**src/rtl/seq_mult.sv**
```systemverilog
// Iterative shift-add multiplier: one partial-product add per clock, signed or unsigned
// per operation, result in the (2*WIDTH+1)-bit array-multiplier format.
module seq_mult #(
    parameter int unsigned WIDTH = 32
) (
    input  logic             clk,
    input  logic             rst,
    input  logic             start,
    input  logic             signed_mode,
    input  logic [WIDTH-1:0] a,
    input  logic [WIDTH-1:0] b,
    output logic             busy,
    output logic             done,
    output logic [2*WIDTH:0] ans
);

    localparam int unsigned CW = $clog2(WIDTH);

    typedef enum logic [1:0] {StIdle, StRun, StFin} state_e;

    state_e               state_q, state_d;
    logic [2*WIDTH-1:0]   mcand_q, mcand_d;
    logic [2*WIDTH-1:0]   acc_q, acc_d;
    logic [WIDTH-1:0]     mplier_q, mplier_d;
    logic [CW-1:0]        cnt_q, cnt_d;
    logic                 neg_q, neg_d;
    logic                 smode_q, smode_d;
    logic                 done_q, done_d;
    logic [2*WIDTH:0]     ans_q, ans_d;
    logic [WIDTH-1:0]     a_mag, b_mag;
    logic [2*WIDTH-1:0]   res;

    // Magnitude of the most negative value still fits in WIDTH unsigned bits.
    always_comb begin
        a_mag = (signed_mode && a[WIDTH-1]) ? -a : a;
        b_mag = (signed_mode && b[WIDTH-1]) ? -b : b;
        res   = neg_q ? -acc_q : acc_q;
    end

    always_comb begin
        state_d  = state_q;
        mcand_d  = mcand_q;
        acc_d    = acc_q;
        mplier_d = mplier_q;
        cnt_d    = cnt_q;
        neg_d    = neg_q;
        smode_d  = smode_q;
        ans_d    = ans_q;
        done_d   = 1'b0;
        unique case (state_q)
            StIdle: begin
                if (start) begin
                    mcand_d  = {{WIDTH{1'b0}}, a_mag};
                    mplier_d = b_mag;
                    acc_d    = '0;
                    cnt_d    = '0;
                    neg_d    = signed_mode & (a[WIDTH-1] ^ b[WIDTH-1]);
                    smode_d  = signed_mode;
                    state_d  = StRun;
                end
            end
            StRun: begin
                if (mplier_q[0]) begin
                    acc_d = acc_q + mcand_q;
                end
                mcand_d  = mcand_q << 1;
                mplier_d = mplier_q >> 1;
                cnt_d    = cnt_q + 1'b1;
                if (cnt_q == CW'(WIDTH - 1)) begin
                    state_d = StFin;
                end
            end
            StFin: begin
                ans_d   = {smode_q & res[2*WIDTH-1], res};
                done_d  = 1'b1;
                state_d = StIdle;
            end
            default: state_d = StIdle;
        endcase
    end

    always_ff @(posedge clk or posedge rst) begin
        if (rst) begin
            state_q  <= StIdle;
            mcand_q  <= '0;
            acc_q    <= '0;
            mplier_q <= '0;
            cnt_q    <= '0;
            neg_q    <= 1'b0;
            smode_q  <= 1'b0;
            done_q   <= 1'b0;
            ans_q    <= '0;
        end else begin
            state_q  <= state_d;
            mcand_q  <= mcand_d;
            acc_q    <= acc_d;
            mplier_q <= mplier_d;
            cnt_q    <= cnt_d;
            neg_q    <= neg_d;
            smode_q  <= smode_d;
            done_q   <= done_d;
            ans_q    <= ans_d;
        end
    end

    assign busy = (state_q == StRun);
    assign done = done_q;
    assign ans  = ans_q;

endmodule

```
**config.mk**
```make
export PLATFORM = sky130hd
export DESIGN_NAME = seq_mult
export DESIGN_NICKNAME = d
export VERILOG_FILES = /design/src/rtl/seq_mult.sv
export SDC_FILE = /design/constraint.sdc
export NUM_CORES = 1
export LEC_CHECK = 0
export CORE_ASPECT_RATIO = 2
export CORE_UTILIZATION = 54
export CTS_BUF_LIST = sky130_fd_sc_hd__clkbuf_8
export DETAILED_ROUTE_END_ITERATION = 10
export PLACE_DENSITY = 0.79
export SYNTH_ARGS = -nofsm -noshare
export SYNTH_HDL_FRONTEND = slang
export SYNTH_SLANG_ARGS = --single-unit
```
**constraint.sdc**
```tcl
create_clock -name clk -period 7.4 [get_ports clk]
set_input_delay 1.11 -clock clk [delete_from_list [all_inputs] [get_ports clk]]
set_output_delay 1.11 -clock clk [all_outputs]
set_load 0.005 [all_outputs]
```
==> out/qor.yml, run 1 <==
logic_synthesis:
  syn_area_per_cell_um2: 8.80
  ys_seq_elements: 235
  yosysMostFrequentCell: "o21ai_0"
  synth_common_cells: "o21ai_0 (244), dfrtp_1 (235), nand2_1 (235)"
  yosys.cell_types.count: 69
  synth_ff_type: "dfrtp_1"
  synth_seq_area_share_pct: 40.0
  syn_area_um2: 14700
  synth_top_area_share_pct: 40.0
  synth_warnings: 0
  synth_largest_area_cell: "dfrtp_1"
  ys_async_sr_fraction_pct: 100
  synth_edf_count: 0
  syn_nets: 1809
  synthCells: 1672
  synth_area_leaders: "dfrtp_1 (40%), o21ai_0 (8.3%), xor2_1 (6.3%)"
global_routing:
  antenna_found_initial: 1
  grt_max_degree: 156
  grt_pass1_wl_mm: 65.7
  grt_pass1_vias: 13031
  grtUsageTotal_pct: 29.4
  grt.overflow.total: 0
timing:
  fin_crit_ns: 3.91
  finalCritPeriodShare_pct: 52.9
  tns_ns: 0
  max_clock_freq_ghz: 0.255
  finalHoldViolCount: 0
  tightest_slew_ns: 1.17
  relSlewSlack_pct: 21.5
  final_max_slew_viol_count: 0
  setup_viol: 0
  rsz0062_at_grt: "false"
  fin_skew_ns: 0.0281
critical_path:
  cp-start-kind: "flip-flop"
  cpMaxStageDelayCell: "dfrtp_1"
  cp-end-kind: "flip-flop"
  path_delay_family: "compound AO/OA/AOI/OAI gates"
  crit_top_cell: "o21ai_0"
  critPathMaxFanout: 8
  crit_buf_inv: 0
  r2r_slack_ns: 3.49
  arrival_ns: 4.32
  crit_cells: 12
  rr_worst_depth: 12
  crit_type: "flip-flop to flip-flop"
  required_ns: 7.81
  path_cells: "ha_1 > a2111oi_0 > o21ai_0 > o21a_1 > o211ai_2 > nand4_1 > a31o_2 > a31oi_1 > o31ai_1 > a311o_1 > xnor2_1 > o21ai_0"
  cp_slowest_stage_delay_ns: 0.46
final_layout:
  fin_cells: 2131
  area_growth_pct: 15.5
  fillCellCount: 2387
  final_nets: 1898
  drive_above_1_share_pct: 4.55
clocking:
  path_clk_slew_ns: 0.07
  cts_root_buf: "clkbuf_8"
  numCtsBuffers: 36
  cts_resized: 0
  worst_skew_pair.late_latency_ns: 0.58
  cts_sinks: 235
  htreeDepth: 2
  cts_buffer_depth: 3
  cts_tree: "yes"
  cts_hold_buf: 0
  cts_setup_buffers: 0
place:
  dpl.hpwl_mm: 29.6
  gp_congestion: 0.940
  dp_cells: 2071
  io_buffers: 134
hold_path:
  hold_path_class: "flip-flop to flip-flop"
  hold_depth: 2
detailed_routing:
  wl_per_cell_um: 18.9
  routed_wl_mm: 40.2
  avgViaCountPerCell: 6.15
  remaining_drc_errors: 0
  firstDrtPassIters: 7
  detailroute.via_count: 13101
  ant_nets: 0
  first_iter_violations: 719
floorplanning:
  start_util_pct: 54.9
  die_w_um: 119
  core_um2: 26800
  dieArea_um2: 27900
  io_pins: 135
  die_h_um: 235
  row_count: 85
flow_run:
  drv_cap: 0
status:
  status: "completed"
power_and_ir_drop:
  ir_drop_mv: 0.160
  p_leak_nw: 7.47
  power_density_nw_per_um2: 387
-- state kept, by name, indices dropped and copies added, names as in the netlist --
register,cells
acc_q,64
ans,65
cnt_q,5
done,1
mcand_q,64
mplier_q,32
neg_q,1
smode_q,1
state_q,2
-- metal layers --
layer | track usage (%) | wire length, µm
met1 | 31.7 | 14800
met4 | 17.6 | 2460
met3 | 3.49 | 1440
met2 | 54.4 | 21500
met5 | 0 | 0
-- tightest hold or removal path: stages, from the launching register on --
cell and delay, ns:
dfrtp_1 0.34, nand2_1 0.05, o21ai_0 0.06
-- layout by cell type, fill, tap and decap left out, types with 6 or more instances in the layout --
cell type        count
a21o_1              36
a21oi_1            105
a22o_1              41
a22oi_1             52
a31oi_1              9
and2_1              10
buf_4                8
clkbuf_8            39
clkdlybuf4s50_1    134
clkinv_2             6
dfrtp_1            235
ha_1                68
inv_1               34
nand2_1            233
nand2b_1             7
nand3_1             30
nand4_1             14
nor2_1              67
nor3_1              20
nor4_1              10
o21a_1               9
o21ai_0            244
o21ai_1              8
o21bai_1            10
o22ai_1             13
o31ai_1             32
o41ai_1             16
or3_1               16
or4_1               13
xnor2_1             75
xor2_1             105
-- metrics by stage --
stage                     total power [W]  utilization (%)  instance area [µm²]  worst slack [ns]  hold slack [ns]
final                             0.00658             63.4                17000              3.49            0.477
after global routing              0.00704             63.4                17000              3.18            0.497
after CTS                         0.00655             63.4                17000              3.55            0.484
after detailed placement          0.00538             60.6                16200              3.35            0.470
after global placement            0.00531             60.6                16200              3.36            0.461
after floorplan                   0.00440                -                14700              3.21            0.447
-- final cells by class --
type | instances | area, µm² | area share, %
Inverter | 30 | 116 | 0.685
Clock buffer | 39 | 537 | 3.16
Multi-Input combinational cell | 1315 | 8390 | 49.4
Antenna cell | 1 | 2.50 | 0.0147
Sequential cell | 235 | 5880 | 34.6
Clock inverter | 20 | 199 | 1.17
Tap cell | 348 | 435 | 2.56
Timing Repair Buffer | 143 | 1420 | 8.37
-- where the power goes --
group	total (W)	switching, W	internal (W)	leakage [nW]
Clock	0.00116	0.000533	0.000626	0.398
Sequential	0.00216	0.000471	0.00169	2.92
Combinational	0.00326	0.00196	0.00129	4.15
-- kinds of logic (layout without fill, tap and decap cells) --
| kind of cell | Yosys count | in the layout | synth area share [%] |
|---|---|---|---|
| fa+ha+maj | 69 | 69 | 5.92 |
| other cells | 0 | 1 | 0 |
| xor+xnor | 180 | 180 | 10.7 |
| mux | 2 | 2 | 0.136 |
| flops | 235 | 235 | 40.0 |
| compound gates | 618 | 618 | 26.3 |
| buf+inv | 122 | 232 | 3.14 |
| simple gates | 446 | 446 | 13.8 |
-- path summary, 6_finish.rpt --
path                                      start                        to
max                        acc_q[9]$_DFFE_PP0P_     acc_q[58]$_DFFE_PP0P_
max in group asynchronous                   rst  mplier_q[18]$_DFFE_PP0P_
max reg2reg                acc_q[9]$_DFFE_PP0P_     acc_q[58]$_DFFE_PP0P_
min in group asynchronous                   rst       ans[20]$_DFFE_PP0P_
min                         ans[62]$_DFFE_PP0P_       ans[62]$_DFFE_PP0P_
min reg2reg                 ans[62]$_DFFE_PP0P_       ans[62]$_DFFE_PP0P_
Power figures use the tool's default switching activity.
==> run 2, diff against run 1 <==
--- a/config.mk
+++ b/config.mk
@@ -6,10 +6,10 @@
 export NUM_CORES = 1
 export LEC_CHECK = 0
 export CORE_ASPECT_RATIO = 2
-export CORE_UTILIZATION = 54
+export CORE_UTILIZATION = 55
 export CTS_BUF_LIST = sky130_fd_sc_hd__clkbuf_8
 export DETAILED_ROUTE_END_ITERATION = 10
-export PLACE_DENSITY = 0.79
+export PLACE_DENSITY = 0.77
 export SYNTH_ARGS = -nofsm -noshare
 export SYNTH_HDL_FRONTEND = slang
 export SYNTH_SLANG_ARGS = --single-unit
==> constraint.sdc (replaced) <==
create_clock -name clk -period 3.9 [get_ports clk]
set_input_delay 0.585 -clock clk [delete_from_list [all_inputs] [get_ports clk]]
set_output_delay 0.585 -clock clk [all_outputs]
set_load 0.005 [all_outputs]
==> out/qor.yml, run 2 (same netlist as run 1, synthesis figures left out) <==
status:
  status: "completed"
critical_path:
  cp-end-kind: "flip-flop"
  rr_worst_depth: 14
  crit_type: "flip-flop to flip-flop"
  crit_top_cell: "o31a_1"
  timing.rr.start: "acc_q[0]$_DFFE_PP0P_"
  cpMaxStageDelayCell: "o41a_1"
  arrival_ns: 4.08
  r2r_slack_ns: 0.23
  cp-start-kind: "flip-flop"
  path_cells: "ha_1 > inv_1 > fa_1 > nor2b_1 > o31a_1 > o31a_1 > o211ai_2 > o41a_1 > o41ai_4 > a31oi_4 > o2111ai_1 > a41oi_1 > xor2_1 > o21ai_1"
  timing.rr.end: "acc_q[60]$_DFFE_PP0P_"
  crit_buf_inv: 1
  required_ns: 4.31
  critPathMaxFanout: 4
  cp_slowest_stage_delay_ns: 0.53
  path_delay_family: "compound AO/OA/AOI/OAI gates"
timing:
  tns_ns: 0
  rsz0062_at_grt: "false"
  relSlewSlack_pct: 36.5
  finalHoldViolCount: 0
  max_clock_freq_ghz: 0.272
  hold_ws_ns: 0.431
  worst_slack_ns: 0.230
  fin_crit_ns: 3.67
  setup_viol: 0
  finalCritPeriodShare_pct: 94.1
  tightest_slew_ns: 0.951
  fin_skew_ns: 0.0206
  final_max_slew_viol_count: 0
hold_path:
  hold_path_class: "input port to asynchronous set/reset pin"
global_routing:
  grt_pass1_vias: 13286
  antenna_found_initial: 0
  grt_pass1_wl_mm: 65.9
  grtUsageTotal_pct: 30.1
  grt.overflow.total: 0
  grt_max_degree: 89
detailed_routing:
  first_iter_violations: 686
  ant_nets: 0
  avgViaCountPerCell: 6.10
  remaining_drc_errors: 0
  firstDrtPassIters: 5
  detailroute.via_count: 13167
  routed_wl_mm: 40.9
  wl_per_cell_um: 18.9
clocking:
  path_clk_slew_ns: 0.07
  htreeDepth: 2
  worst_skew_pair.late_latency_ns: 0.55
  cts_tree: "yes"
  numCtsBuffers: 35
  cts_setup_buffers: 0
  cts_buffer_depth: 3
  cts_root_buf: "clkbuf_8"
  cts_sinks: 235
place:
  gp_congestion: 0.927
  pre_cts_ws_ns: 0.156
  io_buffers: 134
  dp_cells: 2101
  dpl.hpwl_mm: 31.1
final_layout:
  final_nets: 1931
  antennaDiodeCount: 0
  layout_commonest_cell: "o21ai_0"
  largest_reg_flops: 65
  fin_cells: 2158
  final_cell_mix: "o21ai_0 (244), nand2_1 (234), dfrtp_1 (234), clkdlybuf4s50_1 (134)"
  drive_above_1_share_pct: 5.95
  area_growth_pct: 17.0
floorplanning:
  core_um2: 26300
  die_h_um: 233
  dieArea_um2: 27400
  row_count: 84
  die_w_um: 118
  io_pins: 135
  start_util_pct: 56.0
power_and_ir_drop:
  power_density_nw_per_um2: 722
  ir_drop_mv: 0.385
  p_leak_nw: 7.63
  finalPower_w: 0.0124
flow_run:
  drv_cap: 0
[run 2: stage by stage]
stage	utilization, %	cell area [µm²]
after global routing	65.5	17200
after detailed placement	62.9	16500
after CTS	65.4	17200
after floorplan	-	14700
after global placement	62.9	16500
final	65.5	17200
[run 2: layer usage]
metal,up-vias,part of all wire [%],GRT usage (%)
met4,0,6.8,20.9
met1,6308,35,29.8
met3,160,3.4,3.03
met5,-,0,0
li1,6314,-,-
met2,385,54,58.1
[run 2: layout make-up]
| type | instances | area, µm² |
|---|---|---|
| Multi-Input combinational cell | 1315 | 8400 |
| Sequential cell | 235 | 5880 |
| Tap cell | 344 | 430 |
| Clock inverter | 19 | 136 |
| Inverter | 30 | 116 |
| Timing Repair Buffer | 177 | 1710 |
| Clock buffer | 38 | 523 |
| Fill cell | 2270 | 9070 |
[run 2: timing repair]
action,CTS,global route
hold buffers,0,0
endpoints found under the setup margin,0,2
hold endpoints to repair,0,0
resized for setup,0,1
[run 2: worst max path at each step]
stage / startpoint / endpoint / slack [ns] / depth (start not counted)
floorplan: rst / acc_q[0]$_DFFE_PP0P_ / 0.24 / 1
global placement: acc_q[0]$_DFFE_PP0P_ / acc_q[56]$_DFFE_PP0P_ / 0.21 / 14
detailed placement: acc_q[0]$_DFFE_PP0P_ / acc_q[60]$_DFFE_PP0P_ / 0.16 / 14
CTS: acc_q[0]$_DFFE_PP0P_ / acc_q[60]$_DFFE_PP0P_ / 0.12 / 14
global route: acc_q[0]$_DFFE_PP0P_ / acc_q[56]$_DFFE_PP0P_ / 0.03 / 14
finish: acc_q[0]$_DFFE_PP0P_ / acc_q[60]$_DFFE_PP0P_ / 0.23 / 14
[run 2: power by group]
group,total [W],internal (W),switching [W]
sequential,0.00411,0.00321,0.000898
combinational,0.00630,0.00257,0.00373
clock,0.00200,0.00103,0.000974
